===== src/rtl/pipeline_hazard_scoreboard.sv =====
// Hazard/forwarding controller that tracks in-flight destinations across DEPTH post-decode stages.
// Optional forwarding network enabled by defining SCOREBOARD_FWD_EN; otherwise stall-until-writeback.
module pipeline_hazard_scoreboard #(
    parameter int REG_ADDR_W = 4,
    parameter int DEPTH      = 4,
    parameter int LOAD_READY = 2,
    parameter int SEL_W      = 4
) (
    input  logic                  clk,
    input  logic                  rst_n,
    input  logic                  id_valid,
    input  logic [REG_ADDR_W-1:0] id_rs1,
    input  logic [REG_ADDR_W-1:0] id_rs2,
    input  logic                  id_use_rs1,
    input  logic                  id_use_rs2,
    input  logic [REG_ADDR_W-1:0] id_rd,
    input  logic                  id_write,
    input  logic                  id_load,
    input  logic                  flush,
    output logic                  stall,
    output logic                  issue,
    output logic [SEL_W-1:0]      fwd1_sel,
    output logic [SEL_W-1:0]      fwd2_sel,
    output logic                  wb_valid,
    output logic [REG_ADDR_W-1:0] wb_rd,
    output logic                  busy,
    output logic [15:0]           stall_count
);

    logic [DEPTH:1]        valid_reg;
    logic [DEPTH:1]        load_reg;
    logic [REG_ADDR_W-1:0] rd_reg [1:DEPTH];
    logic [15:0]           stall_count_reg;

    logic [DEPTH:1]        match1;
    logic [DEPTH:1]        match2;
    logic [DEPTH:1]        ready;
    logic                  haz1;
    logic                  haz2;
    logic [SEL_W-1:0]      fwd1_next;
    logic [SEL_W-1:0]      fwd2_next;
    logic                  hazard;

    // Register 0 is hardwired to zero, so it can never create a dependency.
    genvar gi;
    generate
        for (gi = 1; gi <= DEPTH; gi++) begin : g_match
            assign match1[gi] = id_use_rs1 && valid_reg[gi] &&
                                (rd_reg[gi] == id_rs1) && (id_rs1 != '0);
            assign match2[gi] = id_use_rs2 && valid_reg[gi] &&
                                (rd_reg[gi] == id_rs2) && (id_rs2 != '0);
            assign ready[gi]  = !load_reg[gi] || (gi >= LOAD_READY);
        end
    endgenerate

`ifdef SCOREBOARD_FWD_EN
    logic             hit1;
    logic             hit2;
    logic             rdy1;
    logic             rdy2;
    logic [SEL_W-1:0] sel1;
    logic [SEL_W-1:0] sel2;

    // Scan oldest to youngest so the lowest-numbered match overwrites the rest.
    always_comb begin
        hit1 = 1'b0;
        hit2 = 1'b0;
        rdy1 = 1'b0;
        rdy2 = 1'b0;
        sel1 = '0;
        sel2 = '0;
        for (int k = DEPTH; k >= 1; k--) begin
            if (match1[k]) begin
                hit1 = 1'b1;
                rdy1 = ready[k];
                sel1 = SEL_W'(k);
            end
            if (match2[k]) begin
                hit2 = 1'b1;
                rdy2 = ready[k];
                sel2 = SEL_W'(k);
            end
        end
    end

    assign haz1      = hit1 && !rdy1;
    assign haz2      = hit2 && !rdy2;
    assign fwd1_next = (hit1 && rdy1) ? sel1 : '0;
    assign fwd2_next = (hit2 && rdy2) ? sel2 : '0;
`else
    // Without forwarding, wait until the producer sits in the write-back stage.
    logic unused_ready;
    assign unused_ready = ^{ready, match1[DEPTH], match2[DEPTH]};
    assign haz1      = |match1[DEPTH-1:1];
    assign haz2      = |match2[DEPTH-1:1];
    assign fwd1_next = '0;
    assign fwd2_next = '0;
`endif

    assign hazard = haz1 || haz2;

    // Outputs are forced low while reset is asserted, independent of ID inputs.
    assign stall       = rst_n && id_valid && !flush && hazard;
    assign issue       = rst_n && id_valid && !flush && !hazard;
    assign fwd1_sel    = rst_n ? fwd1_next : '0;
    assign fwd2_sel    = rst_n ? fwd2_next : '0;
    assign wb_valid    = rst_n && valid_reg[DEPTH];
    assign wb_rd       = rst_n ? rd_reg[DEPTH] : '0;
    assign busy        = rst_n && (|valid_reg);
    assign stall_count = stall_count_reg;

    always_ff @(posedge clk or negedge rst_n) begin
        if (!rst_n) begin
            valid_reg[1] <= 1'b0;
            load_reg[1]  <= 1'b0;
            rd_reg[1]    <= '0;
        end else begin
            valid_reg[1] <= issue && id_write;
            load_reg[1]  <= issue && id_load;
            rd_reg[1]    <= id_rd;
        end
    end

    generate
        for (gi = 2; gi <= DEPTH; gi++) begin : g_shift
            always_ff @(posedge clk or negedge rst_n) begin
                if (!rst_n) begin
                    valid_reg[gi] <= 1'b0;
                    load_reg[gi]  <= 1'b0;
                    rd_reg[gi]    <= '0;
                end else begin
                    valid_reg[gi] <= valid_reg[gi-1];
                    load_reg[gi]  <= load_reg[gi-1];
                    rd_reg[gi]    <= rd_reg[gi-1];
                end
            end
        end
    endgenerate

    always_ff @(posedge clk or negedge rst_n) begin
        if (!rst_n) begin
            stall_count_reg <= '0;
        end else if (stall && (stall_count_reg != 16'hFFFF)) begin
            stall_count_reg <= stall_count_reg + 16'd1;
        end
    end

endmodule


===== config.mk =====
export PLATFORM = sky130hd
export DESIGN_NAME = pipeline_hazard_scoreboard
export DESIGN_NICKNAME = d
export VERILOG_FILES = /design/src/rtl/pipeline_hazard_scoreboard.sv
export SDC_FILE = /design/constraint.sdc
export NUM_CORES = 1
export LEC_CHECK = 0
export CORE_UTILIZATION = 49
export CTS_BUF_LIST = sky130_fd_sc_hd__clkbuf_2
export CTS_CLUSTER_DIAMETER = 60
export DETAILED_ROUTE_END_ITERATION = 16
export HOLD_SLACK_MARGIN = 0.08
export PLACE_DENSITY_LB_ADDON = 0.12
export REMOVE_ABC_BUFFERS = 1
export SLEW_MARGIN = 20
export SYNTH_ARGS = -nofsm -noshare
export SYNTH_HDL_FRONTEND = slang
export SYNTH_SLANG_ARGS = --single-unit

===== constraint.sdc =====
create_clock -name clk -period 2.6 [get_ports clk]
set_input_delay 0.26 -clock clk [delete_from_list [all_inputs] [get_ports clk]]
set_output_delay 0.26 -clock clk [all_outputs]
set_load 0.02 [all_outputs]

### Yosys cells after proc, flatten, opt, wreduce, memory -nomap -nowiden

Cells that the tools add are included.

| word-level totals | value |
|---|---|
| input port bits | 20 |
| register bits after elaboration | 36 |
| logic and storage cells | 52 |
| output and inout bits | 32 |

| cells by class | value |
|---|---|
| equality and inequality tests | 7 |
| reduce and logical (&&, ||, !) cells | 34 |
| add/subtract/negate cells | 1 |
| mux-type cells | 1 |

Operators with widths:

| kind | count |
|---|---|
| logical AND 1 bit | 26 |
| equality test 4 bit | 6 |
| adder 16 x 1 -> 16 bit (second input constant) | 1 |
| != test 16 bit (second input constant) | 1 |
| nonzero test 4 bit | 2 |
| OR reduction 3 bit | 2 |
| 2-to-1 mux 4 bit | 1 |
| OR reduction 4 bit | 1 |
| logical NOT 1 bit | 2 |
| logical OR 1 bit | 1 |

### Longest topological paths before layout

| depth | value |
|---|---|
| depth after elaboration | 8 |
| depth in mapped cells | 9 |

### Worst setup path after synthesis

No wires, ideal clock.

| timing | value |
|---|---|
| path kind | reg-to-reg |
| from | reg stall_count_reg[0] (netlist: stall_count[0]) |
| to | reg stall_count_reg[1] (netlist: stall_count[1]) |
| required time | 2.475 ns |
| setup slack | 0.557 ns |
| stages on the path, launching flop included | 8 |
| arrival time | 1.918 ns |
| clock period less this slack | 2.043 ns |
| library setup time | 0.125 ns |
| cells stage by stage | dfrtp_1 > ha_1 > nand2_1 > nor3_2 > nand3b_1 > nand2_1 > or2_1 > mux2_4 |

| between the ends | value |
|---|---|
| longest elaborated chain between the ends | 2 |
| elaborated cells between the ends (all ways) | 3 |

RTL lines:

| element | RTL line | source |
|---|---|---|
| start: declaration | 33 | `logic [15:0] stall_count_reg;` |
| start signal: assignment | 144 | `stall_count_reg <= stall_count_reg + 16'd1;` |
| parallel branches: the longest is 2 deep, another holds adder 16 x 1 -> 16 bit | n/a |  |

Parallel ways; which one is timed is not known.
A chain may end at the register's enable or synchronous reset.

### Final worst setup path

| timing | value |
|---|---|
| from | in id_rs1[1] |
| to | out issue |

| between the ends | value |
|---|---|
| longest elaborated chain between the ends | 7 |
| elaborated cells between the ends (all ways) | 14 |

RTL lines:

| element | RTL line | source |
|---|---|---|
| start: declaration | 12 | `input logic [REG_ADDR_W-1:0] id_rs1,` |
| equality test 4 bit | 49 | `(rd_reg[gi] == id_rs1) && (id_rs1 != '0);` |
| logical AND 1 bit | 48 | `assign match1[gi] = id_use_rs1 && valid_reg[gi] &&` |
| logical AND 1 bit | 49 |  |
| OR reduction 3 bit * | 94 | `assign haz1 = \|match1[DEPTH-1:1];` |
| logical OR 1 bit * | 100 | `assign hazard = haz1 \|\| haz2;` |
| logical NOT 1 bit * | 104 | `assign issue = rst_n && id_valid && !flush && !hazard;` |
| logical AND 1 bit * | 104 |  |
| end: declaration | 21 | `output logic issue,` |

Mark *: on every way between the ends. The rest lies on a longest branch, timed or not.

==> flow_metrics.tcl <==
set metrics [dict create \
    worstHoldPathCells 1 \
    hpwlAfterDp_mm 2.83 \
    seq_area_um2 901 \
    crit_fanout 4 \
    syn_area_per_cell_um2 11.5 \
    grt_pass1_wl_mm 6.52 \
    rr_startpoint "rd_reg[13]$_DFF_PN0_" \
    postCtsSetupBuffers 0 \
    grt_pass1_vias 1353 \
    clk_pin_slew_ns 0.15 \
    io_pins 52 \
    synthesis.area_um2 1810 \
    synth_cells 157 \
    avgViaCountPerCell 5.02 \
    remaining_drc_errors 0 \
    drv_cap 0 \
    area_delta_synth_final_pct 31.1 \
    rsz0062_at_grt "false" \
    power_per_cell_area_nw_per_um2 407 \
    multi_input_area_um2 833 \
    ys_ff_latch 36 \
    port_buffers 42 \
    layout_common_cells "clkdlybuf4s50_1, dfrtp_1, xor2_1, buf_4, nand2_1" \
    fin_util_pct 68.9 \
    drt_iter0_markers 75 \
    placed_area_um2 2330 \
    crit_path_start_kind "primary input" \
    final_common_cell "clkdlybuf4s50_1" \
    final_nets 239 \
    core_area_um2 3440 \
    avgRoutedWirePerCell_um 13.9 \
    final_layout_size_suffix_gt1_share_pct 15.1 \
    via_count 1325 \
    worst_setup_path_end_kind "primary output" \
    p_leak_nw 1.07 \
    period_share_pct 95.0 \
    ant_nets 0 \
    finalHoldViolations 0 \
    rows 21 \
    skew_ns 0.0116 \
    maxSlewViolCount 0 \
    status "completed" \
    fin_area_um2 2370 \
    synth_cell_types 34 \
    routabilityCongestion 0.772 \
    root_buffer "clkbuf_2" \
    n_antenna_cell 0 \
    cts_num_sinks 36 \
    r2r_end "stall_count[1]$_DFFE_PN0P_" \
    crit_required_ns 2.34 \
    grt_overflow 0 \
    nFillCells 270 \
    die_h_um 62.8 \
    rrSetupSlack_ns 0.46 \
    crit_type "primary input to primary output" \
    first_pass_iters 4 \
    r2r.worst_path.cells 7 \
    hold_class "primary input to flop" \
    ys_seq_area_share_pct 49.8 \
    die_x_um 62.8 \
    cts_buffers 5 \
    min_to "rd_reg[13]$_DFF_PN0_" \
    setup_violations 0 \
    dp_cells 256 \
    holdWs_ns 0.305 \
    clk_latency_ns 0.38 \
    routed_wl_mm 3.68 \
    antenna_found_initial 0 \
    irDropWorstVdd_mv 0.322 \
    die-area_um2 3940 \
    period_needed_ns 2.47 \
    critPathArrivalTime_ns 2.21 \
    tritoncts "built" \
    grt_max_degree 43 \
    fmax_ghz 0.405 \
    hold_start "id_rd[1]" \
    fin_cells 264 \
    yosys_warnings 0 \
    ctsLongestPathBuffers 2 \
    grt_use_total_pct 22.1 \
    h-tree-depth 2 \
    start_util_pct 52.6 \
]
-- worst max path at each step --
| stage | start | to | slack (ns) | depth (start not counted) |
|---|---|---|---|---|
| 4_1_cts | rd_reg[13]$_DFF_PN0_ | issue | 0.12 | 6 |
| 5_1_grt | rd_reg[13]$_DFF_PN0_ | issue | 0.01 | 6 |
| 3_5_place_dp | id_rs1[1] | issue | -0.14 | 7 |
| 2_1_floorplan | id_rs1[0] | stall_count[1]$_DFFE_PN0P_ | 0.46 | 6 |
| 3_3_place_gp | id_rs1[1] | issue | -0.12 | 7 |
| 6_report | id_rs1[1] | issue | 0.13 | 7 |
-- report_power, final --
part           internal (mW)  switching, mW
Sequential             0.576         0.0154
Combinational         0.0739         0.0728
Clock                 0.0554          0.171
Total                  0.705          0.259
-- cells in the mapped netlist --
master,number,area (um2)
nand3b_1,1,7.51
and4bb_1,1,12.5
conb_1,1,3.75
nor4_2,1,12.5
o21ai_0,2,10.0
o41a_1,3,33.8
xnor2_1,12,105
inv_2,1,3.75
dfrtp_1,36,901
buf_6,1,11.3
nor3b_2,1,12.5
nand3_1,8,40.0
a222oi_1,1,10.0
nor3_1,3,15.0
nor4b_2,2,30.0
nor2_1,3,11.3
mux2_4,1,15.0
inv_1,2,7.51
buf_8,1,15.0
nor4_4,1,21.3
o22ai_1,2,12.5
nor4_1,7,43.8
xor2_1,24,210
ha_1,1,12.5
buf_1,1,3.75
nor3_2,4,40.0
or2_1,1,6.26
nand2_1,13,48.8
and2_1,6,37.5
a2111o_1,1,11.3
buf_4,8,60.1
nand4_1,3,18.8
or2_2,1,6.26
and3_1,3,18.8
-- logic make-up after synthesis --
kind of cell    count (synthesis)  synth area share, %
flops                          36                 49.8
mux                             1                0.830
xor+xnor                       36                 17.4
fa+ha+maj                       1                0.691
buf+inv                        14                 5.60
simple gates                   59                 21.2
other cells                     1                0.207
compound gates                  9                 4.29
-- layout make-up --
class	instances	area share, %
Timing Repair Buffer	58	22.6
Clock buffer	5	1.06
Tap cell	46	2.43
Multi-Input combinational cell	114	35.1
Clock inverter	2	0.317
Sequential cell	36	38.0
Inverter	3	0.475
-- what timing repair did --
item                       CTS  global route
gates resized for setup      2             0
hold buffers                 1             0
setup endpoints to repair    2             0
hold endpoints to repair    36             0
-- per-stage QoR --
stage / total power [mW] / TNS [ns] / worst slack, ns
final: 0.965 / 0 / 0.131
after global routing: 1.02 / 0 / 0.0132
after CTS: 0.988 / 0 / 0.117
after detailed placement: 0.749 / -0.205 / -0.140
after global placement: 0.747 / -0.207 / -0.119
after floorplan: 0.662 / 0 / 0.459
-- per-layer routing --
| layer | part of all wire, % | up-vias | GRT usage, % | routed length, um |
|---|---|---|---|---|
| li1 | - | 654 | - | - |
| met1 | 47 | 611 | 30.6 | 1740 |
| met2 | 46 | 52 | 32.9 | 1680 |
| met3 | 5.2 | 8 | 6.02 | 190 |
| met4 | 1.8 | 0 | 8.72 | 66 |
| met5 | 0 | - | 0 | 0 |
-- worst max-delay path, stage by stage --
cell	delay, ns
clkdlybuf4s50_1	0.46
o41a_1	0.48
nand3_1	0.11
o22ai_1	0.06
and4bb_1	0.35
and2_1	0.16
dlygate4sd2_1	0.33
Note: power is estimated with default switching activity, not from simulation.
